==> src/rtl/tx_chip_upsampler.sv <==
// Chip FIFO + zero-stuffing upsampler feeding the TX pulse-shaping FIR.
// Ports: chip_in/chip_valid/chip_ready in, x_out/nd_out/phase/underrun/fifo_level out.
module tx_chip_upsampler #(
  parameter int DW         = 16,
  parameter int OSR        = 8,
  parameter int FIFO_DEPTH = 4,
  parameter int PREFILL    = 2,
  localparam int PHW = (OSR > 1) ? $clog2(OSR) : 1,
  localparam int LW  = $clog2(FIFO_DEPTH) + 1,
  localparam int AW  = (FIFO_DEPTH > 1) ? $clog2(FIFO_DEPTH) : 1
) (
  input  logic           clk_30p72MHz,
  input  logic           reset,
  input  logic           en,
  input  logic [DW-1:0]  chip_in,
  input  logic           chip_valid,
  output logic           chip_ready,
  input  logic           rfd_in,
  output logic [DW-1:0]  x_out,
  output logic           nd_out,
  output logic [PHW-1:0] phase,
  output logic           underrun,
  output logic [LW-1:0]  fifo_level
);

  typedef enum logic [1:0] {
    IDLE,
    RUN,
    DRAIN
  } state_t;

  state_t          state_q;
  state_t          state_d;
  logic [DW-1:0]   mem [FIFO_DEPTH];
  logic [AW-1:0]   wr_ptr;
  logic [AW-1:0]   rd_ptr;
  logic [LW-1:0]   level_q;
  logic [PHW-1:0]  phase_q;
  logic            push;
  logic            pop;
  logic            emit;
  logic            starve;
  logic            sym_start;
  logic            sym_last;
  logic            is_empty;

  assign is_empty   = (level_q == '0);
  assign chip_ready = (level_q != LW'(FIFO_DEPTH));
  assign fifo_level = level_q;
  assign phase      = phase_q;

  assign push      = chip_valid & chip_ready;
  assign emit      = (state_q != IDLE) & rfd_in;
  assign sym_start = (phase_q == '0);
  assign sym_last  = (phase_q == PHW'(OSR - 1));
  // Chips are only consumed at the head of a symbol period in RUN.
  assign pop       = emit & (state_q == RUN) & sym_start & ~is_empty;
  assign starve    = emit & (state_q == RUN) & sym_start & is_empty;

  always_comb begin
    state_d = state_q;
    unique case (state_q)
      IDLE: begin
        if (en && (level_q >= LW'(PREFILL)))
          state_d = RUN;
      end
      RUN: begin
        if (!en) begin
          // A stalled phase 0 means no period was started: nothing to drain.
          if ((rfd_in && sym_last) || (!rfd_in && sym_start))
            state_d = IDLE;
          else
            state_d = DRAIN;
        end
      end
      DRAIN: begin
        if (en)
          state_d = RUN;
        else if (rfd_in && sym_last)
          state_d = IDLE;
      end
      default: state_d = IDLE;
    endcase
  end

  always_ff @(posedge clk_30p72MHz) begin
    if (push)
      mem[wr_ptr] <= chip_in;
  end

  always_ff @(posedge clk_30p72MHz or negedge reset) begin
    if (!reset) begin
      state_q  <= IDLE;
      wr_ptr   <= '0;
      rd_ptr   <= '0;
      level_q  <= '0;
      phase_q  <= '0;
      x_out    <= '0;
      nd_out   <= 1'b0;
      underrun <= 1'b0;
    end else begin
      state_q  <= state_d;
      nd_out   <= emit;
      underrun <= starve;
      if (push)
        wr_ptr <= wr_ptr + 1'b1;
      if (pop)
        rd_ptr <= rd_ptr + 1'b1;
      unique case ({push, pop})
        2'b10:   level_q <= level_q + 1'b1;
        2'b01:   level_q <= level_q - 1'b1;
        default: level_q <= level_q;
      endcase
      if (emit) begin
        phase_q <= phase_q + 1'b1;
        x_out   <= pop ? mem[rd_ptr] : '0;
      end
    end
  end

endmodule
==> config.mk <==
export PLATFORM = sky130hd
export DESIGN_NAME = tx_chip_upsampler
export DESIGN_NICKNAME = d
export VERILOG_FILES = /design/src/rtl/tx_chip_upsampler.sv
export SDC_FILE = /design/constraint.sdc
export NUM_CORES = 1
export LEC_CHECK = 0
export BUFFER_PORTS_ARGS = -buffer_cell sky130_fd_sc_hd__buf_2
export CORE_ASPECT_RATIO = 1.2
export CORE_MARGIN = 2
export CORE_UTILIZATION = 40
export CTS_CLUSTER_SIZE = 24
export DETAILED_ROUTE_END_ITERATION = 10
export PLACE_DENSITY = 0.56
export SYNTH_ARGS = -nofsm -noshare
export SYNTH_HDL_FRONTEND = slang
export SYNTH_SLANG_ARGS = --single-unit
==> constraint.sdc <==
create_clock -name clk_30p72MHz -period 4.4 [get_ports clk_30p72MHz]
set_clock_uncertainty 0.15 [all_clocks]
set_input_delay 0.44 -clock clk_30p72MHz [delete_from_list [all_inputs] [get_ports clk_30p72MHz]]
set_output_delay 0.44 -clock clk_30p72MHz [all_outputs]
set_load 0.02 [all_outputs]
==> run_results.csv, run 1 <==
group,metric,value,unit
yosys,ys_ff_latch,94,
sta,worst_slew_pin_slew,1.06,ns
setup_path,cp.required,4.54,ns
clocking,cts_buffers,9,
global_routing,gr-total-overflow,0,
clocking,clk_pin_slew,0.10,ns
setup_path,r2r-start,"phase[0]$_DFFE_PN0P_",
yosys,yosysWarnings,0,
setup_path,slowest_delay,0.42,ns
placement,dpl_worst_slack,1.87,ns
sta,period_needed,2.51,ns
global_routing,first_global_vias,1819,
hold_path,whs_path_depth,1,
sta,setup_violations,0,
clocking,cts_setup_buffers,0,
hold_path,min_to,"mem[1][0]$_DFFE_PP_",
sta,drv_slew,0,
setup_path,crit_type,"flop to flop",
sta,hold_violations,0,
die,start_util,0.411,
clocking,cts_tree,"done",
flow_run,cap_viol_max_count,0,
setup_path,worst_setup_path_start_kind,"flop",
yosys,synth_top_area_cell,"edfxtp_1",
yosys,yosysSeqAreaShare,0.721,
drt,vias,1759,
sta,rsz0062_at_grt,"false",
drt,ant_nets,0,
drt,drtIter0Drc,89,
clocking,cts-resized-gates,0,
drt,dr.pass1.iters,4,
die,ios,46,
sta,period_share,0.571,
run_status,status,"finished clean",
drt,wire_per_inst,16.6,um
die,die_area,10100,sq um
hold_path,hp-class,"primary input to flop",
drt,routed_wl,6000,um
yosys,ys_types,33,
drt,drc,0,
yosys,synth_top_area_frac,0.518,
layout,final_nets,267,
yosys,synth_cells,188,
layout,fillers,813,
clocking,cts_buffer_depth,2,
setup_path,path_cells,"inv_1 -> ha_1 -> and4bb_2 -> and3_4 -> ha_1 -> inv_1 -> fa_1 -> xor2_1 -> nor2_1 -> xor2_1",
power,p_leak,0.00168,uW
sta,final.setup.tns,0,ns
setup_path,cpMaxStageDelayCell,"dfrtp_1",
clocking,cts_max_level,3,
die,core_region_area,9030,sq um
setup_path,rrSetupSlack,1.89,ns
clocking,clockRootBuffer,"clkbuf_8",
die,die_y,109,um
sta,relSlewSlack,0.293,
clocking,hold_buffers,1,
sta,setup_ws,1.89,ns
placement,portBuffers,45,
power,p_per_area,606,nW/um^2
setup_path,reg2reg_to,"fifo_level[2]$_DFFE_PN0P_",
setup_path,critPathMaxFanout,18,
yosys,yosys-top-cells-area,"edfxtp_1 (52%), dfrtp_1 (20%), mux4_2 (6.1%)",
clocking,cts_sinks,94,
layout,antennaDiodeCount,0,
yosys,syn_nets,218,
global_routing,grt_util_all_layers,0.130,
sta,max_freq,398,MHz
setup_path,cp.arrival,2.65,ns
global_routing,grt_pass1_wl,9430,um
placement,dpl.hpwl,3720,um
setup_path,worst_setup_path_end_kind,"flop",
setup_path,r2r_cells,10,
setup_path,cp.buffers_inverters,2,
hold_path,hold_path_startpoint,"chip_in[0]",
layout,area_growth,13.3,%
drt,via_per_inst,4.86,
placement,place.gp.congestion,0.743,
global_routing,grt_max_degree,31,
die,rows,38,
layout,drive_gt1_frac,0.355,
yosys,syn_area,3710,sq um
yosys,avgSynthCellArea,19.7,sq um
setup_path,critPathTopFamily,"adder cells",
global_routing,antenna_found_initial,0,
die,die_w,91.9,um
power,irDropWorstVdd,0.200,mV
clocking,clk_latency,0.35,ns
==> cell families after synthesis <==
group           count (synthesis)  synth area share
compound gates                 20            0.0459
mux                            19             0.112
simple gates                   21            0.0354
fa+ha+maj                       9            0.0324
xor+xnor                        7            0.0165
buf+inv                        18            0.0371
flops                          94             0.721
==> cells in the mapped netlist, drive strengths merged <==
cell type	n
and4bb	1
dfrtp	30
buf	5
or3	1
or3b	2
nor2	4
nand4	1
o21ai	2
and2	1
clkbuf	4
xor2	3
and3	5
nand3	1
xnor2	4
mux2i	1
a21oi	2
a22o	16
mux2	2
inv	9
ha	8
fa	1
edfxtp	64
nor4	1
mux4	16
nand2	4
==> final cells by class <==
class / instances / area (sq um) / area share
clock buffer: 9 / 124 / 0.0295
clock inverter: 7 / 78.8 / 0.0188
inverter: 9 / 33.8 / 0.00804
multi-input combinational: 76 / 898 / 0.214
sequential: 94 / 2670 / 0.636
tap: 120 / 150 / 0.0357
timing repair buffer: 47 / 243 / 0.0578
==> worst max path at each step <==
stage / start / cells past startpoint / to
after floorplan: fifo_level[2]$_DFFE_PN0P_ / 10 / fifo_level[2]$_DFFE_PN0P_
after global placement: phase[0]$_DFFE_PN0P_ / 10 / fifo_level[2]$_DFFE_PN0P_
after detailed placement: phase[0]$_DFFE_PN0P_ / 10 / fifo_level[2]$_DFFE_PN0P_
after CTS: phase[0]$_DFFE_PN0P_ / 10 / fifo_level[2]$_DFFE_PN0P_
after global routing: phase[0]$_DFFE_PN0P_ / 10 / fifo_level[2]$_DFFE_PN0P_
final: phase[0]$_DFFE_PN0P_ / 10 / fifo_level[2]$_DFFE_PN0P_
==> registers in the layout (all words and copies together), names as in the netlist <==
| signal | count |
|---|---|
| rd_ptr | 2 |
| mem | 64 |
| fifo_level | 3 |
| underrun | 1 |
| x_out | 16 |
| state_q | 2 |
| phase | 3 |
| wr_ptr | 2 |
| nd_out | 1 |
==> power by group <==
group | switching, uW | total (uW) | internal (uW)
combinational | 327 | 643 | 316
clock | 306 | 574 | 268
sequential | 163 | 1330 | 1170
==> per-stage QoR <==
step	util	cells	hold WS [ns]	instance area (sq um)	power, uW
2_1_floorplan	-	188	-0.00559	3710	1840
3_3_place_gp	0.441	345	0.342	3990	2010
3_5_place_dp	0.441	345	0.345	3990	2020
4_1_cts	0.465	362	0.125	4200	2600
5_1_grt	0.465	362	0.127	4200	2700
6_report	0.465	362	0.142	4200	2550
==> routing by layer <==
layer,track usage,vias to the layer above,part of all wire
li1,-,828,-
met1,0.152,889,0.43
met2,0.223,33,0.52
met3,0.0315,9,0.038
met4,0.0704,0,0.015
met5,0,-,0
==> cells in the final DEF (no fill, tap or decap) <==
master         netlist  routed
a22o_1               8       8
a21oi_1              2       2
nor4_1               1       1
o21ai_1              1       2
clkinvlp_4           0       3
a22o_2               8       8
mux4_2              10      10
inv_1                9       9
and2_1               1       1
nand2_1              4       4
or3b_1               1       1
buf_4                0       1
fa_1                 1       1
mux2_2               2       2
and3_4               1       1
inv_6                0       3
edfxtp_1            64      64
nand3_1              1       1
or3b_2               1       1
xor2_1               3       3
mux2i_1              1       1
mux4_1               6       6
ha_1                 8       8
and3_1               4       4
and4bb_2             1       1
buf_2                1      45
dfrtp_1             30      30
clkbuf_8             3       9
or3_4                1       1
xnor2_1              4       4
nor2_1               4       4
dlygate4sd3_1        0       1
bufinv_16            0       1
nand4_1              1       1
==> worst register-to-register path, stage by stage, from the launching register on <==
cell and delay, ns:
dfrtp_1 0.42, inv_1 0.07, ha_1 0.15, and4bb_2 0.26, and3_4 0.35, ha_1 0.23
inv_1 0.06, fa_1 0.37, xor2_1 0.15, nor2_1 0.11, xor2_1 0.15
Power figures use the tool's default switching activity.
==> inputs of run 2 (changes only) <==
PLACE_DENSITY = 0.58   (was 0.56)
clock period = 2.2 ns   (was 4.4 ns; I/O delays follow)
==> run_results.csv, run 2 (same netlist as run 1, synthesis figures left out) <==
group,metric,value,unit
die,die_area,10100,sq um
drt,ant_nets,0,
layout,layout_commonest_cell,"edfxtp_1",
layout,drive_gt1_frac,0.427,
global_routing,gr-total-overflow,0,
drt,vias,1948,
drt,dr.pass1.iters,4,
drt,wire_per_inst,16.4,um
sta,worst_slew_pin_slew,0.699,ns
placement,place.gp.congestion,0.756,
sta,hold_violations,0,
power,p_leak,0.00184,uW
die,ios,46,
drt,via_per_inst,4.86,
die,core_region_area,9030,sq um
clocking,cts_sinks,94,
global_routing,grt_max_degree,31,
setup_path,worst_setup_path_start_kind,"flop",
sta,period_share,0.988,
layout,fin_area,4560,sq um
sta,max_freq,460,MHz
die,die_w,91.9,um
global_routing,grt_pass1_wl,10600,um
clocking,cts_max_level,3,
clocking,cts_buffer_depth,2,
sta,rsz0062_at_grt,"true",
setup_path,critPathMaxFanout,2,
die,rows,38,
clocking,cts_buffers,9,
placement,portBuffers,45,
power,irDropWorstVdd,0.535,mV
die,die_y,109,um
layout,seq_area,2680,sq um
setup_path,cp.required,2.33,ns
placement,dpl_cell_area,4150,sq um
layout,reg_top3,"mem: 64 flops, x_out: 16 flops",
sta,relSlewSlack,0.534,
run_status,status,"finished clean",
drt,drc,0,
clocking,clockRootBuffer,"clkbuf_8",
sta,setup_violations,0,
layout,antennaDiodeCount,0,
flow_run,cap_viol_max_count,0,
layout,area_growth,22.8,%
drt,drtIter0Drc,66,
setup_path,crit_type,"flop to flop",
sta,period_needed,2.17,ns
drt,routed_wl,6580,um
clocking,clk_pin_slew,0.09,ns
clocking,clk_latency,0.35,ns
sta,whs,0.296,ns
global_routing,first_global_vias,2016,
placement,dpl.hpwl,4060,um
setup_path,worst_setup_path_end_kind,"flop",
global_routing,grt_util_all_layers,0.144,
hold_path,hp-class,"primary input to async pin",
layout,top_register,"mem",
power,p_per_area,1150,nW/um^2
sta,drv_slew,0,
layout,largest_reg_flops,64,
clocking,cts_tree,"done",
layout,fillers,788,
setup_path,cp.arrival,2.30,ns
die,start_util,0.411,
layout,final_nets,306,
layout,final_cell_mix,"edfxtp_1 (64), buf_2 (45), dfrtp_1 (25)",
global_routing,antenna_found_initial,0,
layout,multi_input_area,935,sq um
[run 2: metal layers]
layer  track usage  share of wire  up-vias
met5             0              0        -
met4        0.0608          0.015        0
met3        0.0281          0.029        7
met2         0.251           0.52       35
met1         0.177           0.43      998
li1              -              -      908
[run 2: worst paths after layout]
path,from,endpoint,slack (ns),cells past startpoint
max,phase[0]$_DFFE_PN0P_,fifo_level[2]$_DFFE_PN0P_,0.03,10
min,reset,x_out[2]$_DFFE_PN0P_,0.30,2
min reg2reg,x_out[10]$_DFFE_PN0P_,x_out[10]$_DFFE_PN0P_,0.36,1
max reg2reg,phase[0]$_DFFE_PN0P_,fifo_level[2]$_DFFE_PN0P_,0.03,10
min in group clk_30p72MHz,x_out[10]$_DFFE_PN0P_,x_out[10]$_DFFE_PN0P_,0.36,1
max in group asynchronous,reset,phase[1]$_DFFE_PN0P_,1.10,2
[run 2: power breakdown]
part	total (uW)	internal (uW)	switching, uW
clock network	1000	413	590
registers	2480	2340	146
logic	1760	844	914
[run 2: layout make-up]
| class | count | area share |
|---|---|---|
| clock inverters | 7 | 0.0107 |
| inverters | 9 | 0.00796 |
| flip-flops and latches | 94 | 0.588 |
| multi-input cells | 76 | 0.205 |
| well taps | 120 | 0.0330 |
| clock buffers | 9 | 0.0272 |
| repair buffers | 86 | 0.128 |
[run 2: what timing repair did]
action	CTS	global route
pin swaps	3	3
hold buffers	20	0
buffers inserted	1	1
resized for setup	4	4
hold endpoints to repair	98	0
setup endpoints to repair	1	2
[run 2: metrics by stage]
stage / power, uW / cells / TNS [ns] / worst slack (ns) / util
3_5_place_dp: 4260 / 363 / -0.0276 / -0.0276 / 0.459
3_3_place_gp: 4220 / 363 / 0 / 0.0248 / 0.459
2_1_floorplan: 3710 / 188 / -0.296 / -0.206 / -
4_1_cts: 5330 / 400 / 0 / 0.00270 / 0.503
6_report: 5240 / 401 / 0 / 0.0261 / 0.504
5_1_grt: 5580 / 401 / -0.0660 / -0.0660 / 0.504
[run 2: critical path: stages, from the launching register on]
cell and delay [ns]:
dfrtp_2 0.42, inv_2 0.07, ha_4 0.13, and4bb_2 0.23, and3_4 0.20, ha_4 0.13, inv_2 0.03, fa_2 0.33
xor2_1 0.14, nor2_1 0.13, xor2_1 0.15
